==> src/rtl/alu_controller.sv <==
// Sequencer for the Mini SRC 32-bit ALU: registers operands, holds them for an opcode-dependent
// number of cycles (multicycle MUL/DIV), and returns HI/LO/zero. Optional macro: DIV0_TRAP_EN.
module alu_controller #(
    parameter int MUL_CYCLES = 4,
    parameter int DIV_CYCLES = 8
) (
    input  logic        clk,
    input  logic        rst_n,
    input  logic        req_valid,
    output logic        req_ready,
    input  logic [3:0]  req_op,
    input  logic [31:0] req_a,
    input  logic [31:0] req_b,
    output logic [31:0] alu_a,
    output logic [31:0] alu_b,
    output logic [3:0]  alu_op,
    input  logic [63:0] alu_result,
    input  logic        alu_zero,
    output logic        resp_valid,
    input  logic        resp_ready,
    output logic [31:0] resp_lo,
    output logic [31:0] resp_hi,
    output logic        resp_zero,
    output logic        resp_illegal,
    output logic        resp_div0,
    output logic        busy
);
    localparam logic [3:0] OP_MUL        = 4'b0101;
    localparam logic [3:0] OP_DIV        = 4'b0110;
    localparam logic [3:0] OP_LAST_LEGAL = 4'b1100;

    typedef enum logic [1:0] {IDLE, EXEC, DONE} state_t;

    state_t      state_reg;
    logic [3:0]  cnt_reg;
    logic [3:0]  lat_next;
    logic        req_ready_reg;
    logic        busy_reg;
    logic        resp_valid_reg;
    logic [31:0] alu_a_reg;
    logic [31:0] alu_b_reg;
    logic [3:0]  alu_op_reg;
    logic [31:0] resp_lo_reg;
    logic [31:0] resp_hi_reg;
    logic        resp_zero_reg;
    logic        resp_illegal_reg;

`ifdef DIV0_TRAP_EN
    logic        div0_hit;
    logic        div0_pending_reg;
    logic        resp_div0_reg;

    assign div0_hit  = (req_op == OP_DIV) && (req_b == 32'd0);
    assign resp_div0 = resp_div0_reg;
`else
    assign resp_div0 = 1'b0;
`endif

    // Hold time for the ALU inputs; a trapped divide skips the divider entirely.
    always_comb begin
        lat_next = 4'd1;
        if (req_op == OP_MUL) begin
            lat_next = 4'(MUL_CYCLES);
        end else if (req_op == OP_DIV) begin
            lat_next = 4'(DIV_CYCLES);
        end
`ifdef DIV0_TRAP_EN
        if (div0_hit) begin
            lat_next = 4'd1;
        end
`endif
    end

    always_ff @(posedge clk or negedge rst_n) begin
        if (!rst_n) begin
            state_reg        <= IDLE;
            cnt_reg          <= 4'd0;
            req_ready_reg    <= 1'b0;
            busy_reg         <= 1'b0;
            resp_valid_reg   <= 1'b0;
            alu_a_reg        <= 32'd0;
            alu_b_reg        <= 32'd0;
            alu_op_reg       <= 4'd0;
            resp_lo_reg      <= 32'd0;
            resp_hi_reg      <= 32'd0;
            resp_zero_reg    <= 1'b0;
            resp_illegal_reg <= 1'b0;
`ifdef DIV0_TRAP_EN
            div0_pending_reg <= 1'b0;
            resp_div0_reg    <= 1'b0;
`endif
        end else begin
            case (state_reg)
                IDLE: begin
                    if (req_valid && req_ready_reg) begin
                        alu_a_reg     <= req_a;
                        alu_b_reg     <= req_b;
                        alu_op_reg    <= req_op;
                        cnt_reg       <= lat_next;
                        req_ready_reg <= 1'b0;
                        busy_reg      <= 1'b1;
                        state_reg     <= EXEC;
`ifdef DIV0_TRAP_EN
                        div0_pending_reg <= div0_hit;
`endif
                    end else begin
                        // ready rises on the first clock after reset release
                        req_ready_reg <= 1'b1;
                    end
                end
                EXEC: begin
                    cnt_reg <= cnt_reg - 4'd1;
                    if (cnt_reg == 4'd1) begin
                        resp_illegal_reg <= (alu_op_reg > OP_LAST_LEGAL);
                        resp_valid_reg   <= 1'b1;
                        state_reg        <= DONE;
`ifdef DIV0_TRAP_EN
                        if (div0_pending_reg) begin
                            resp_lo_reg   <= 32'd0;
                            resp_hi_reg   <= 32'd0;
                            resp_zero_reg <= 1'b1;
                            resp_div0_reg <= 1'b1;
                        end else begin
                            resp_lo_reg   <= alu_result[31:0];
                            resp_hi_reg   <= alu_result[63:32];
                            resp_zero_reg <= alu_zero;
                            resp_div0_reg <= 1'b0;
                        end
`else
                        resp_lo_reg   <= alu_result[31:0];
                        resp_hi_reg   <= alu_result[63:32];
                        resp_zero_reg <= alu_zero;
`endif
                    end
                end
                DONE: begin
                    if (resp_ready) begin
                        resp_valid_reg <= 1'b0;
                        busy_reg       <= 1'b0;
                        req_ready_reg  <= 1'b1;
                        state_reg      <= IDLE;
                    end
                end
                default: begin
                    state_reg <= IDLE;
                end
            endcase
        end
    end

    assign req_ready    = req_ready_reg;
    assign busy         = busy_reg;
    assign resp_valid   = resp_valid_reg;
    assign alu_a        = alu_a_reg;
    assign alu_b        = alu_b_reg;
    assign alu_op       = alu_op_reg;
    assign resp_lo      = resp_lo_reg;
    assign resp_hi      = resp_hi_reg;
    assign resp_zero    = resp_zero_reg;
    assign resp_illegal = resp_illegal_reg;

endmodule

==> config.mk <==
export PLATFORM = sky130hd
export DESIGN_NAME = alu_controller
export DESIGN_NICKNAME = d
export VERILOG_FILES = /design/src/rtl/alu_controller.sv
export SDC_FILE = /design/constraint.sdc
export NUM_CORES = 1
export LEC_CHECK = 0
export CAP_MARGIN = 20
export CORE_MARGIN = 2
export CORE_UTILIZATION = 30
export CTS_CLUSTER_DIAMETER = 150
export DETAILED_ROUTE_END_ITERATION = 12
export PLACE_DENSITY = 0.68
export SYNTH_ARGS = -nofsm -noshare
export SYNTH_HDL_FRONTEND = slang
export SYNTH_SLANG_ARGS = --single-unit
==> constraint.sdc <==
create_clock -name clk -period 2.3 [get_ports clk]
set_input_delay 0.46 -clock clk [delete_from_list [all_inputs] [get_ports clk]]
set_output_delay 0.46 -clock clk [all_outputs]
set_load 0.05 [all_outputs]
## Yosys cells after proc, flatten, opt, wreduce, memory -nomap -nowiden

Index checks and enable logic that the tools add are counted.

- Register bits: 143
- Output and inout port bits: 138
- Bits of input ports: 137

- Reductions and logical operators: 12
- Add/sub/neg operators: 1
- Equal/unequal tests: 8
- $lt $le $gt $ge: 1
- Mux-type cells: 16

Operators by type and width:

| kind | count |
|---|---|
| two-way mux 4 bit | 3 |
| AND reduction 3 bit | 3 |
| == test 4 x 3 -> 1 bit, second input constant | 2 |
| one-hot mux 4 bit (2 select lines) | 1 |
| AND reduction 2 bit | 4 |
| two-way mux 2 bit | 3 |
| != test 2 bit, second input constant | 3 |
| one-hot mux 1 bit (2 select lines) | 3 |
| one-hot mux 2 bit (3 select lines) | 1 |
| nonzero test 2 bit | 3 |
| two-way mux 1 bit | 5 |
| == test 4 x 1 -> 1 bit, second input constant | 1 |
| > comparator 4 bit, second input constant | 1 |
| subtractor 4 x 1 -> 4 bit, second input constant | 1 |
| == test 2 x 1 -> 1 bit, second input constant | 1 |
| == test 2 bit, second input constant | 1 |
| zero test 2 bit | 1 |
| logical AND 1 bit | 1 |

## Depth between registers and ports, before layout

- Depth in word-level cells: 5
- Gate-level depth with buffers: 7

## Worst setup path before layout

Ideal clock, no wire load.

- Path kind: register to register
- Start point: reg req_ready_reg, in the netlist req_ready
- End point: reg alu_op_reg[1], in the netlist alu_op[1]
- Stages on the path, launching flop included: 6
- Data arrival time: 1.528 ns
- Path buffers: 2
- Clock period less this slack: 1.594 ns
- Setup slack: 0.706 ns
- Library setup time: 0.066 ns
- Cell sequence: dfrtp_1 > nor4bb_1 > buf_2 > clkbuf_1 > nand2_1 > nand2_1

- Word-level cells in the longest chain between the ends: 2

Ends and longest elaborated chain:

| what | RTL line | RTL |
|---|---|---|
| start: declaration | 37 | `logic req_ready_reg;` |
| start signal: assignment | 78 | `req_ready_reg <= 1'b0;` |
| start signal: assignment | 100 | `req_ready_reg <= 1'b0;` |
| start signal: assignment | 108 | `req_ready_reg <= 1'b1;` |
| logical AND 1 bit | 95 | `if (req_valid && req_ready_reg) begin` |
| AND reduction 2 bit (no line) | n/a |  |
| end signal: assignment | 98 | `alu_op_reg <= req_op;` |
| end: declaration | 42 | `logic [3:0] alu_op_reg;` |

Every way passes these cells.
A chain may end at the register's enable or synchronous reset.

## Worst setup path after layout

- Start point: reg req_ready_reg, in the netlist req_ready
- End point: out req_ready

RTL lines:

| what | RTL line | RTL |
|---|---|---|
| end: declaration | 10 | `output logic req_ready,` |

No word-level cell between the ends.

==> impl_results.rst <==
.. list-table::
   :header-rows: 1

   * - Metric
     - Value
   * - Result of the run
     - finished clean
   * - Initial antenna violation count
     - 0
   * - Final weighted congestion in routability-driven placement
     - roughly 0.77
   * - Proportion of power drawn by the clock network
     - roughly 18%
   * - Initial DRC count
     - 103
   * - Post-layout instance area
     - roughly 9300 um2
   * - Crit path launch type
     - flop
   * - Final worst slack
     - 0.1452 ns
   * - Number of max-cap violations
     - 0
   * - Peak supply drop
     - 1177 uV
   * - Vias per inst
     - 4.314
   * - Core region area
     - 18020 um2
   * - Peak fanout along the critical path
     - 4
   * - Gate count after technology mapping
     - around 480
   * - Switching part of the total
     - between 40% and 50%
   * - Capturing element type of the critical path
     - primary output
   * - IO Port Bufs
     - 273
   * - Number of design rule violations left after detail routing
     - 0
   * - Number of clock sinks
     - 143
   * - RR Startpoint
     - cnt_reg[1]$_DFFE_PN0P_
   * - Static leakage
     - about 4.3 nW
   * - Final net count
     - 900
   * - Routed length per placed instance
     - about 15 um
   * - Warning count from the yosys run
     - 0
   * - Final-layout setup total negative slack
     - 0 ns
   * - Cells resized by post-CTS repair
     - 0
   * - TritonCTS clock tree
     - yes
   * - Number of different library cells in the post-synthesis netlist
     - 32
   * - Cell area after synthesis
     - 5544 um2
   * - Area added between synthesis and finish
     - 67.39%
   * - Internal power component
     - 9.003 mW
   * - Worst Tran Pin Value
     - roughly 0.56 ns
   * - Overflow after GRT
     - 0
   * - Clock tree root driver cell
     - sky130_fd_sc_hd__clkbuf_16
   * - Total power per unit cell area
     - approximately 1800 nW/um2
   * - Cell depth of the worst flop-to-flop path
     - 6
   * - Max Buffers Root-to-Sink
     - 2
   * - Vert. Die Dim
     - 139.9 um
   * - Register area share after synthesis
     - around 65%
   * - Setup repair after global routing missed its margin
     - no
   * - Worst slew margin relative to its limit
     - 62.37%
   * - Die X-Extent
     - approximately 140 um
   * - Floorplan row count
     - 49
   * - Ant. Diodes
     - 0
   * - Fmax
     - ~460 MHz
   * - Worst Setup Path Type
     - reg2out
   * - Inserted Clock Buffers
     - 17
   * - Post-CTS clock slew at the launch and capture registers of the worst setup and hold paths
     - 0.06 ns
   * - Worst min-delay path category
     - reg2reg
   * - Ordered cell list for the critical path
     - clkdlybuf4s50_1
   * - Post-route core utilization
     - just over 50%
   * - Gr usage total
     - 15.76%
   * - Terminating pin of the worst hold path
     - alu_b[12]$_DFFE_PN0P_
   * - Mean instance size in the synthesized netlist
     - approximately 12 um2
   * - Minimum clock period after layout
     - 2.155 ns
   * - Initial cell density of the core
     - 30.76%
   * - Post-placement cell area
     - 8623 um2
   * - Quantity of hold-fixing buffers added after cts
     - 1
   * - Flops & latches, synth
     - 143
   * - Final clock period utilization by the worst path
     - 93.69%
   * - Half-perimeter wire length after placement
     - around 11 mm
   * - Power share of the combinational group
     - around 55%
   * - Detailed-route wire length
     - 15.22 mm
   * - Count of buffer and inverter cells on the critical path
     - 1
   * - Net Switching
     - 7.652 mW
   * - Largest net degree at the start of global routing
     - 50
   * - Wire length of the first global-routing pass
     - ~24 mm
   * - Worst Path Arrival
     - 1.69 ns
   * - Delay of the slowest cell on the worst path
     - between 0.8 and 0.9 ns
   * - Final-report hold violation count
     - 0
   * - Total nets after synthesis
     - between 600 and 700
   * - DR vias
     - 4327
   * - Clock insertion delay at the later pin of the skew report
     - 0.41 ns
   * - Fraction of final layout cells sized beyond drive strength 1
     - approximately 15%
   * - Number of detailed-routing iterations run before antenna repair
     - 4
   * - Minimum setup slack among reg-to-reg paths
     - 0.44 ns
   * - Min-Delay Startpoint
     - alu_b[12]$_DFFE_PN0P_
   * - Final setup vio count
     - 0
   * - Dpl ws
     - 0.2251 ns
   * - Data required time at the worst endpoint
     - 1.84 ns
   * - Worst Hold Path Cells
     - 2
   * - Max Clock Skew
     - 0.009918 ns
   * - Top Ports
     - 275
   * - Cell family with most CP delay
     - buffers and inverters
   * - Number of global-route vias before repair
     - 4599
   * - Power share of the sequential group
     - 26.7%
   * - Antenna violation net count after detailed routing
     - 0
   * - Area of the die
     - 19580 um2
   * - Capture instance of the worst register-to-register path
     - resp_lo[18]$_DFFE_PN0P_
   * - Number of setup buffers added after CTS
     - 0
   * - H-tree depth
     - 4
   * - Final Slew Violations
     - 0
   * - Cell with the largest stage delay on the worst path
     - sky130_fd_sc_hd__clkdlybuf4s50_1
## cell usage in the layout, fill, tap and decap left out, types with 2 or more instances in the layout
cell type	netlist	routed
sky130_fd_sc_hd__inv_1	4	4
sky130_fd_sc_hd__nand2b_1	2	2
sky130_fd_sc_hd__nand3_1	2	2
sky130_fd_sc_hd__ha_1	2	2
sky130_fd_sc_hd__nand3b_1	3	3
sky130_fd_sc_hd__mux2_4	17	17
sky130_fd_sc_hd__nand2_1	208	208
sky130_fd_sc_hd__dfrtp_1	143	143
sky130_fd_sc_hd__mux2_2	48	48
sky130_fd_sc_hd__o21ai_0	3	3
sky130_fd_sc_hd__clkbuf_16	0	17
sky130_fd_sc_hd__inv_6	0	3
sky130_fd_sc_hd__o211ai_1	2	2
sky130_fd_sc_hd__buf_12	0	3
sky130_fd_sc_hd__a21oi_1	2	2
sky130_fd_sc_hd__bufinv_16	0	4
sky130_fd_sc_hd__clkinv_4	0	2
sky130_fd_sc_hd__clkbuf_8	0	3
sky130_fd_sc_hd__buf_4	1	12
sky130_fd_sc_hd__clkdlybuf4s50_1	0	272
sky130_fd_sc_hd__nor3_1	3	3
## cell families after synthesis
group,Yosys count,share of synthesized area [%]
buf+inv,28,2.573
other cells,1,0.06764
mux,66,14.53
simple gates,225,16.34
fa+ha+maj,2,0.4513
flops,143,64.55
xor+xnor,2,0.3160
compound gates,10,1.174
## worst min-delay path: stages, from the launching register on
cell	delay [ns]
sky130_fd_sc_hd__dfrtp_1	0.34
sky130_fd_sc_hd__nand2_1	0.05
sky130_fd_sc_hd__nand2_1	0.05
## how the worst max path moves through the flow
| stage | from | endpoint | slack, ns | depth (start not counted) |
|---|---|---|---|---|
| finish | req_ready$_DFFE_PN0P_ | req_ready | 0.15 | 1 |
| global route | req_ready$_DFFE_PN0P_ | req_ready | 0.08 | 1 |
| CTS | req_ready$_DFFE_PN0P_ | req_ready | 0.11 | 1 |
| detailed placement | req_valid | alu_b[0]$_DFFE_PN0P_ | 0.23 | 6 |
| global placement | req_valid | alu_a[25]$_DFFE_PN0P_ | 0.29 | 6 |
| floorplan | req_ready$_DFFE_PN0P_ | alu_op[1]$_DFFE_PN0P_ | 0.71 | 5 |
## cell usage after synthesis, drive strengths merged
master,number,area share (%)
nand2b,2,0.23
nor4bb,1,0.18
nand3b,3,0.41
buf,16,1.8
xnor2,1,0.16
nand4bb,1,0.20
nor2b,1,0.11
ha,2,0.45
conb,1,0.068
nand4b,1,0.16
nor3b,1,0.23
a21oi,2,0.18
xor2,1,0.16
inv,4,0.27
o21a,1,0.14
clkbuf,8,0.54
nand2,209,14
mux2i,1,0.18
mux2,65,14
o21ai,3,0.27
nand3,2,0.18
a211o,1,0.16
nor3,3,0.27
and2b,1,0.18
dfrtp,143,65
o211ai,2,0.27
a221oi,1,0.16
## power groups by stage
| stage | Clock, mW | Sequential (mW) | Combinational [mW] |
|---|---|---|---|
| after floorplan | 0 | 8.52 | 1.91 |
| after global placement | 0 | 4.43 | 9.23 |
| after detailed placement | 0 | 4.48 | 9.30 |
| after CTS | 3.08 | 4.46 | 9.32 |
| after global routing | 3.21 | 4.61 | 9.66 |
| final | 3.00 | 4.44 | 9.21 |
## metrics by stage
stage / std cells / hold slack [ns] / power (mW)
2_1_floorplan: 477 / 0.1644 / 10.43
3_3_place_gp: 970 / 0.4400 / 13.66
3_5_place_dp: 970 / 0.4387 / 13.77
4_1_cts: 1003 / 0.4764 / 16.86
5_1_grt: 1003 / 0.4952 / 17.48
6_report: 1003 / 0.4712 / 16.66
## routing by layer
| metal | up-vias | routed length (um) | GRT usage, % |
|---|---|---|---|
| met2 | 172 | 7476 | 25.98 |
| met5 | - | 0 | 0 |
| met3 | 9 | 1360 | 6.632 |
| met4 | 0 | 132 | 3.474 |
| met1 | 2052 | 6246 | 19.41 |
| li1 | 2094 | - | - |
## cell type report
type | count | area (um2)
flip-flops and latches | 143 | 3578
fillers | 1623 | 8745
repair buffers | 289 | 2894
multi-input cells | 306 | 1859
clock buffers | 21 | 470.5
inverters | 4 | 15.01
well taps | 229 | 286.5
clock inverters | 11 | 176.4
Power figures use the tool's default switching activity.
